===== src/rtl/alu_sequencer.sv =====
// Multi-cycle sequencer driving the combinational ALU and register file for single and two-step ops.
// Optional build macro ALU_SEQ_CP_NOWB_EN: SINGLE CP/TM/TCM update flags only, no register write.
module alu_sequencer (
   input  logic       clk,
   input  logic       reset,
   input  logic       start,
   input  logic [1:0] op,
   input  logic [4:0] mode,
   input  logic [7:0] addr,
   input  logic [7:0] bIn,
   input  logic [7:0] flagsIn,
   output logic [7:0] rfAddr,
   input  logic [7:0] rfRdData,
   output logic       rfWe,
   output logic [7:0] rfWrData,
   output logic       flagsWe,
   output logic [7:0] flagsOut,
   output logic [4:0] aluMode,
   output logic [7:0] aluA,
   output logic [7:0] aluB,
   output logic [7:0] aluFlags,
   input  logic [7:0] aluOut,
   input  logic [7:0] aluOutFlags,
   output logic       busy,
   output logic       done
);

   localparam logic [1:0] OP_SINGLE = 2'd0;
   localparam logic [1:0] OP_INCW   = 2'd1;
   localparam logic [1:0] OP_DECW   = 2'd2;
   localparam logic [1:0] OP_DA     = 2'd3;

   localparam logic [4:0] ALU2_TCM  = 5'h06;
   localparam logic [4:0] ALU2_TM   = 5'h07;
   localparam logic [4:0] ALU2_CP   = 5'h08;
   localparam logic [4:0] ALU1_INC  = 5'h10;
   localparam logic [4:0] ALU1_DEC  = 5'h11;
   localparam logic [4:0] ALU1_DA   = 5'h12;
   localparam logic [4:0] ALU1_DA_H = 5'h13;
   localparam logic [4:0] ALU1_INCW = 5'h14;
   localparam logic [4:0] ALU1_DECW = 5'h15;

   typedef enum logic [1:0] {IDLE, STEP1, STEP2} state_t;

   state_t     state_q;
   logic [1:0] op_q;
   logic [4:0] mode_q;
   logic [7:0] addr_q;
   logic [7:0] b_q;
   logic [7:0] flags_q;
   logic [7:0] temp_q;
   logic [7:0] tFlags_q;
   logic       done_q;
   logic       noWb;

`ifdef ALU_SEQ_CP_NOWB_EN
   assign noWb = (mode_q == ALU2_CP) || (mode_q == ALU2_TM) || (mode_q == ALU2_TCM);
`else
   assign noWb = 1'b0;
`endif

   assign busy = (state_q != IDLE);
   assign done = done_q;

   // Command latch and step sequencing; temp/tFlags carry the first-half result into STEP2.
   always_ff @(posedge clk or negedge reset) begin
      if (!reset) begin
         state_q  <= IDLE;
         op_q     <= 2'd0;
         mode_q   <= 5'd0;
         addr_q   <= 8'd0;
         b_q      <= 8'd0;
         flags_q  <= 8'd0;
         temp_q   <= 8'd0;
         tFlags_q <= 8'd0;
         done_q   <= 1'b0;
      end else begin
         done_q <= 1'b0;
         case (state_q)
            IDLE: begin
               if (start) begin
                  op_q    <= op;
                  mode_q  <= mode;
                  addr_q  <= addr;
                  b_q     <= bIn;
                  flags_q <= flagsIn;
                  state_q <= STEP1;
               end
            end
            STEP1: begin
               temp_q   <= aluOut;
               tFlags_q <= aluOutFlags;
               if (op_q == OP_SINGLE) begin
                  state_q <= IDLE;
                  done_q  <= 1'b1;
               end else begin
                  state_q <= STEP2;
               end
            end
            STEP2: begin
               state_q <= IDLE;
               done_q  <= 1'b1;
            end
            default: state_q <= IDLE;
         endcase
      end
   end

   // Word ops touch the odd (low) byte first, then the even (high) byte of the pair.
   always_comb begin
      rfAddr = 8'd0;
      case (state_q)
         STEP1:   rfAddr = ((op_q == OP_INCW) || (op_q == OP_DECW)) ? (addr_q | 8'h01) : addr_q;
         STEP2:   rfAddr = (op_q == OP_DA) ? addr_q : (addr_q & 8'hFE);
         default: rfAddr = 8'd0;
      endcase
   end

   // ALU operand steering; DA's upper half works on the adjusted low half, not the register.
   always_comb begin
      aluMode  = 5'd0;
      aluA     = 8'd0;
      aluB     = 8'd0;
      aluFlags = 8'd0;
      case (state_q)
         STEP1: begin
            aluA     = rfRdData;
            aluFlags = flags_q;
            case (op_q)
               OP_SINGLE: begin
                  aluMode = mode_q;
                  aluB    = b_q;
               end
               OP_INCW: aluMode = ALU1_INC;
               OP_DECW: aluMode = ALU1_DEC;
               default: aluMode = ALU1_DA;
            endcase
         end
         STEP2: begin
            if (op_q == OP_DA) begin
               aluMode  = ALU1_DA_H;
               aluA     = temp_q;
               aluFlags = tFlags_q;
            end else begin
               aluMode  = (op_q == OP_INCW) ? ALU1_INCW : ALU1_DECW;
               aluA     = rfRdData;
               aluB     = temp_q;
               aluFlags = flags_q;
            end
         end
         default: ;
      endcase
   end

   // Write-back: flags commit only on the final step of a command.
   always_comb begin
      rfWe     = 1'b0;
      rfWrData = 8'd0;
      flagsWe  = 1'b0;
      flagsOut = 8'd0;
      case (state_q)
         STEP1: begin
            rfWrData = aluOut;
            if (op_q == OP_SINGLE) begin
               rfWe     = !noWb;
               flagsWe  = 1'b1;
               flagsOut = aluOutFlags;
            end else if (op_q != OP_DA) begin
               rfWe = 1'b1;
            end
         end
         STEP2: begin
            rfWe     = 1'b1;
            flagsWe  = 1'b1;
            flagsOut = aluOutFlags;
            rfWrData = (op_q == OP_DA) ? {aluOut[7:4], temp_q[3:0]} : aluOut;
         end
         default: ;
      endcase
   end

endmodule

===== config.mk =====
export PLATFORM = sky130hd
export DESIGN_NAME = alu_sequencer
export DESIGN_NICKNAME = d
export VERILOG_FILES = /design/src/rtl/alu_sequencer.sv
export SDC_FILE = /design/constraint.sdc
export NUM_CORES = 1
export LEC_CHECK = 0
export ABC_AREA = 0
export CAP_MARGIN = 5
export CORE_ASPECT_RATIO = 0.8
export CORE_UTILIZATION = 38
export DETAILED_ROUTE_END_ITERATION = 8
export GPL_ROUTABILITY_DRIVEN = 0
export PLACE_DENSITY = 0.88
export SLEW_MARGIN = 20
export SYNTH_ARGS = -nofsm -noshare
export SYNTH_HDL_FRONTEND = slang
export SYNTH_SLANG_ARGS = --single-unit
export TNS_END_PERCENT = 100

===== constraint.sdc =====
create_clock -name clk -period 1.47 [get_ports clk]
set_input_delay 0.2205 -clock clk [delete_from_list [all_inputs] [get_ports clk]]
set_output_delay 0.2205 -clock clk [all_outputs]
set_load 0.05 [all_outputs]

==> results of run 1 <==
-- per-stage QoR --
| step | hold WS (ns) | TNS (ns) |
|---|---|---|
| 5_1_grt | 0.472 | -40.29 |
| 3_3_place_gp | 0.227 | -15.83 |
| 2_1_floorplan | -0.0751 | -7.16 |
| 6_report | 0.454 | -36.48 |
| 3_5_place_dp | 0.229 | -18.14 |
| 4_1_cts | 0.434 | -32.77 |
-- flip-flops by register name (all words and copies together), names as in the netlist --
name / count
addr_q: 8
b_q: 8
flags_q: 8
tFlags_q: 8
temp_q: 8
mode_q: 5
op_q: 2
state_q: 2
done: 1
-- final cells by class --
| cell class | instances | area, um^2 |
|---|---|---|
| Tap cell | 84 | 105 |
| Multi-Input combinational cell | 134 | 1700 |
| Clock inverter | 1 | 30.0 |
| Clock buffer | 7 | 76.3 |
| Timing Repair Buffer | 157 | 2230 |
| Inverter | 7 | 28.8 |
| Sequential cell | 50 | 1250 |
| Fill cell | 299 | 995 |
-- placed cells by master, fill, tap and decap left out, types with 3 or more instances in the layout --
cell type	instances
buf_12	62
clkdlybuf4s50_1	56
dfrtp_1	50
mux2_2	41
a22o_4	27
buf_4	24
and2_4	20
buf_6	6
mux2_1	5
ha_4	5
clkbuf_8	5
inv_2	4
and3_4	4
buf_16	3
-- power by group --
part | internal [W] | switching, W | total (W)
Sequential | 0.00208 | 0.000621 | 0.00270
Clock | 0.000510 | 0.000442 | 0.000951
Combinational | 0.00493 | 0.00418 | 0.00911
-- critical path: cells and delay by family, from the launching register on --
family / cells / cell delay [ns]
flops: 1 / 0.45
buf+inv: 3 / 0.40
compound gates: 2 / 0.40
fa+ha+maj: 1 / 0.36
-- synthesized netlist by cell type (2+ instances only) --
| master | count | area share [%] |
|---|---|---|
| and2_1 | 20 | 4.9 |
| inv_1 | 7 | 1.0 |
| nor2b_1 | 2 | 0.49 |
| ha_1 | 8 | 3.9 |
| nand2_1 | 4 | 0.59 |
| buf_6 | 2 | 0.89 |
| a22o_1 | 27 | 9.3 |
| mux2_1 | 6 | 2.7 |
| a21oi_1 | 2 | 0.39 |
| o21ai_0 | 4 | 0.79 |
| and3_1 | 2 | 0.49 |
| mux2_2 | 41 | 18 |
| nor2_1 | 3 | 0.44 |
| dfrtp_1 | 50 | 49 |
| o21a_1 | 2 | 0.59 |
| buf_2 | 12 | 2.4 |
-- worst paths after layout --
kind                             from          end  slack, ns  depth (start not counted)
min reg2reg                 mode_q[1]    mode_q[1]       0.50                          1
min in group clk            mode_q[1]    mode_q[1]       0.50                          1
max in group asynchronous       reset       b_q[3]       0.79                          3
max reg2reg                state_q[1]    temp_q[0]      -0.15                          6
min                             reset    addr_q[4]       0.45                          3
max                        state_q[1]  aluFlags[7]      -0.67                          6
-- cell families (layout without fill, tap and decap cells) --
kind of cell,after synthesis,after routing,synth area share [%]
and+or+nand+nor,35,37,8.04
AOI/OAI and AO/OA,42,42,13.4
muxes,47,47,20.9
buffers and inverters,22,172,4.44
adders and majority gates,8,8,3.95
DFF,50,50,49.3
-- per-layer routing --
layer	up-vias	share of wire, %
met2	84	53
li1	1043	-
met5	-	0
met3	17	5.6
met4	0	2.0
met1	1165	40
-- repair_timing --
action,in CTS,in global routing
hold buffers,1,0
resized for setup,37,20
gates cloned,5,3
endpoints found under the setup margin,68,99
hold endpoints to repair,50,0
pin swaps,27,7
setup buffers,4,7
==> impl_metrics.ini, run 1 <==
[global_route]
antenna_found_initial = 0
grt_use_met2_pct = 45.4
met1_usage_pct = 30.0
grtUsageMet3_pct = 6.26
grt-ovfl-total = 0
top_usage_layer = met2
grt_pass1_vias = 2459
grt_max_degree = 51
grt_use_total_pct = 24.8
grt_pass1_wl_um = 12900

[detailed_routing]
drc = 0
drt-initial-drc-count = 56
ant_nets = 0
vias_per_cell = 5.25
drt-wirelength-per-cell_um = 20.0
dr.pass1.iters = 4
dr_total_vias = 2309
drt_wl_total_um = 8810

[logic_synthesis]
synth_area_um2 = 2540
synth_top_flop_cell = dfrtp_1
ys_types = 28
yosys_warnings = 0
ys_seq_area_share_pct = 49.3
synth_cells = 204
syn_area_per_cell_um2 = 12.4
synth-async-reset-ratio_pct = 100
ys_ff_latch = 50
syn_nets = 270
synth_edf_count = 0

[power_and_ir_drop]
ir_drop_v = 0.00161
leakagePower_nw = 2.35
powerDensity_nw_per_um2 = 2360
totalPowerFinal_w = 0.0128

[sta]
slew_viol_final = 0
min_period_over_period_pct = 145
worst_slew_pin_slew_ns = 0.315
fmax_ghz = 0.468
clock_skew_ns = 0.00379
hold_viol = 0
maxSlewHeadroom_pct = 79.0
period_needed_ns = 2.14
worst_slack_ns = -0.666
rsz0062_at_grt = yes
setup_violations = 91

[placement]
place_area_um2 = 4890
place.detailed.hpwl_um = 5820
place_inst = 415
dp_slack_ns = -0.387
port_buffers = 114

[clock_tree]
cts_tree = done
clkSinkCount = 50
clkTransAtPathRegs_ns = 0.09
clockBufferDepth = 2
cts_inserted_buffers = 5
clkLatencyLatePin_ns = 0.30
cts_root_buf = clkbuf_8
h-tree-depth = 2

[min_path]
hp-class = input pin to asynchronous set/reset pin

[layout]
layout.nets = 421
drive_above_1_share_pct = 63.8
antenna_cells = 0
fin_util_pct = 84.5
final_area_um2 = 5410
finalNonFillerCells = 440
area_growth_syn_to_layout_pct = 113

[floorplanning]
core_um2 = 6410
die_y_um = 75.1
start_util_pct = 39.6
dieWidth_um = 93.3
rows = 26
dieArea_um2 = 7010
io_pins = 115

[critical_path]
cp.required_ns = 1.25
end_kind = output port
critPathMaxStageDelay_ns = 0.45
crit_type = flip-flop to output port
cp_max_fo = 8
cpMaxStageDelayCell = dfrtp_1
arrival_ns = 1.92
cp_common_cell = buf_12
cp-start-kind = flip-flop
worstPathCellList = inv_2, ha_4, o21a_4, buf_12, a22o_4, buf_12

[run_status]
violations = negative setup slack
status = complete, but fails checks

[job]
cap_violations = 0
(Power assumes the default switching activity.)
==> run 2, diff against run 1 <==
Settings changed: TNS_END_PERCENT 100 to unset.
==> results of run 2 <==
The final DEF is identical to that of run 1; final timing and power are the same.
==> run 3, diff against run 2 <==
Settings changed: CORE_ASPECT_RATIO 0.8 to 0.9.
==> run 3 against run 2 <==
  * The run still ends with negative setup slack left
  * Combinational power rose by 5.8%
  * Critical path depth increased by 3
  * Core utilization up 3.5 points
  * Critical endpoint is now flagsOut[6]
  * Register-to-register slack lost 0.25 ns
  * Maximum frequency is 3.6% lower
==> impl_metrics.ini, run 3 (same netlist as run 1, synthesis figures left out) <==
[run_status]
status = complete, but fails checks
violations = negative setup slack

[sta]
setup_violations = 74
worst_slew_pin_slew_ns = 0.306
worst_slack_ns = -0.745
slew_viol_final = 0
min_period_over_period_pct = 151
period_needed_ns = 2.22
fmax_ghz = 0.451
maxSlewHeadroom_pct = 79.4
hold_viol = 0
rsz0062_at_grt = yes
clock_skew_ns = 0.00463
whs_ns = 0.401

[global_route]
grt_pass1_vias = 2439
antenna_found_initial = 0
grt-ovfl-total = 0
grt_use_total_pct = 25.2
grt_pass1_wl_um = 12900
grt_max_degree = 51

[detailed_routing]
ant_nets = 0
drt_wl_total_um = 11100
vias_per_cell = 5.49
drc = 0
drt-initial-drc-count = 72
drt-wirelength-per-cell_um = 24.7
dr_total_vias = 2454
dr.pass1.iters = 4

[floorplanning]
io_pins = 115
dieWidth_um = 88.1
start_util_pct = 40.4
die_y_um = 79.5
dieArea_um2 = 7010
core_um2 = 6280
rows = 27

[power_and_ir_drop]
ir_drop_v = 0.00160
leakagePower_nw = 2.44
totalPowerFinal_w = 0.0133
powerDensity_nw_per_um2 = 2410

[layout]
final_cell_mix = 64 x buf_12, 56 x clkdlybuf4s50_1, 49 x dfrtp_1, 30 x mux2_2, 27 x a22o_4
layout.nets = 425
layout_commonest_cell = buf_12
multiInputGateArea_um2 = 1720
area_growth_syn_to_layout_pct = 118
drive_above_1_share_pct = 65.0
fillers = 264
regArea_um2 = 1250
antenna_cells = 0

[critical_path]
rr_worst_depth = 9
timing.rr.start = state_q[1]
crit_type = flip-flop to output port
cp-start-kind = flip-flop
reg2reg_to = temp_q[3]
end_kind = output port
ff2ff_setup_slack_ns = -0.40
cp.required_ns = 1.25
arrival_ns = 1.99
cp_max_fo = 6

[job]
cap_violations = 0

[clock_tree]
clkTransAtPathRegs_ns = 0.10
clkLatencyLatePin_ns = 0.32
clockBufferDepth = 2
cts_tree = done
cts_root_buf = clkbuf_8
clkSinkCount = 50
cts_inserted_buffers = 5
h-tree-depth = 2

[placement]
port_buffers = 114
place.detailed.hpwl_um = 5890

[min_path]
hp-class = input pin to asynchronous set/reset pin
run 3: where the power goes:
group | internal (W) | total [W] | leakage, nW | switching [W]
registers | 0.00208 | 0.00279 | 0.590 | 0.000710
logic | 0.00520 | 0.00964 | 1.80 | 0.00444
clock network | 0.000379 | 0.000878 | 0.0472 | 0.000498
run 3: critical path: stages, from the launching register on:
cell and delay [ns]:
dfrtp_2 0.44, inv_2 0.08, ha_4 0.17, buf_4 0.17, a21oi_4 0.14, nor2b_2 0.05
buf_4 0.16, clkbuf_16 0.15, and2_4 0.16, buf_12 0.14
run 3: stage by stage:
step	setup slack [ns]	area (um^2)	util, %	TNS (ns)	cells
after floorplan	-0.167	2970	-	-7.16	204
after global placement	-0.277	4890	77.8	-15.20	415
after detailed placement	-0.340	4890	77.8	-19.02	415
after CTS	-0.679	5150	81.9	-35.30	427
after global routing	-0.777	5530	88.0	-43.52	447
final	-0.745	5530	88.0	-40.63	447
run 3: routing by layer:
layer | vias to the layer above | GRT usage (%) | share of wire, %
met5 | - | 0 | 0
met4 | 0 | 7.90 | 3.4
met3 | 32 | 9.62 | 7.1
met2 | 128 | 46.9 | 53
met1 | 1243 | 25.8 | 36
li1 | 1051 | - | -
run 3: worst max-delay path by stage:
stage	startpoint	end	slack (ns)
detailed placement	state_q[0]	aluA[5]	-0.34
global route	state_q[0]	flagsOut[6]	-0.78
global placement	state_q[1]	aluFlags[3]	-0.28
floorplan	state_q[1]	aluB[0]	-0.17
finish	state_q[0]	flagsOut[6]	-0.75
CTS	state_q[0]	aluA[5]	-0.68
run 3: timing repair:
action                                 in CTS  in global routing
endpoints found under the hold margin      50                  0
pin swaps                                  24                  3
setup endpoints to repair                  73                101
gates resized for setup                    20                 39
cloned                                      3                  6
hold buffers                                1                  0
setup buffers                               0                 14
run 3: layout make-up:
type                            count  share of cell area [%]
Clock buffer                        6                    1.49
Clock inverter                      2                   0.226
Inverter                            7                   0.520
Multi-Input combinational cell    133                    31.0
Sequential cell                    50                    22.7
Tap cell                           87                    1.97
Timing Repair Buffer              162                    42.1
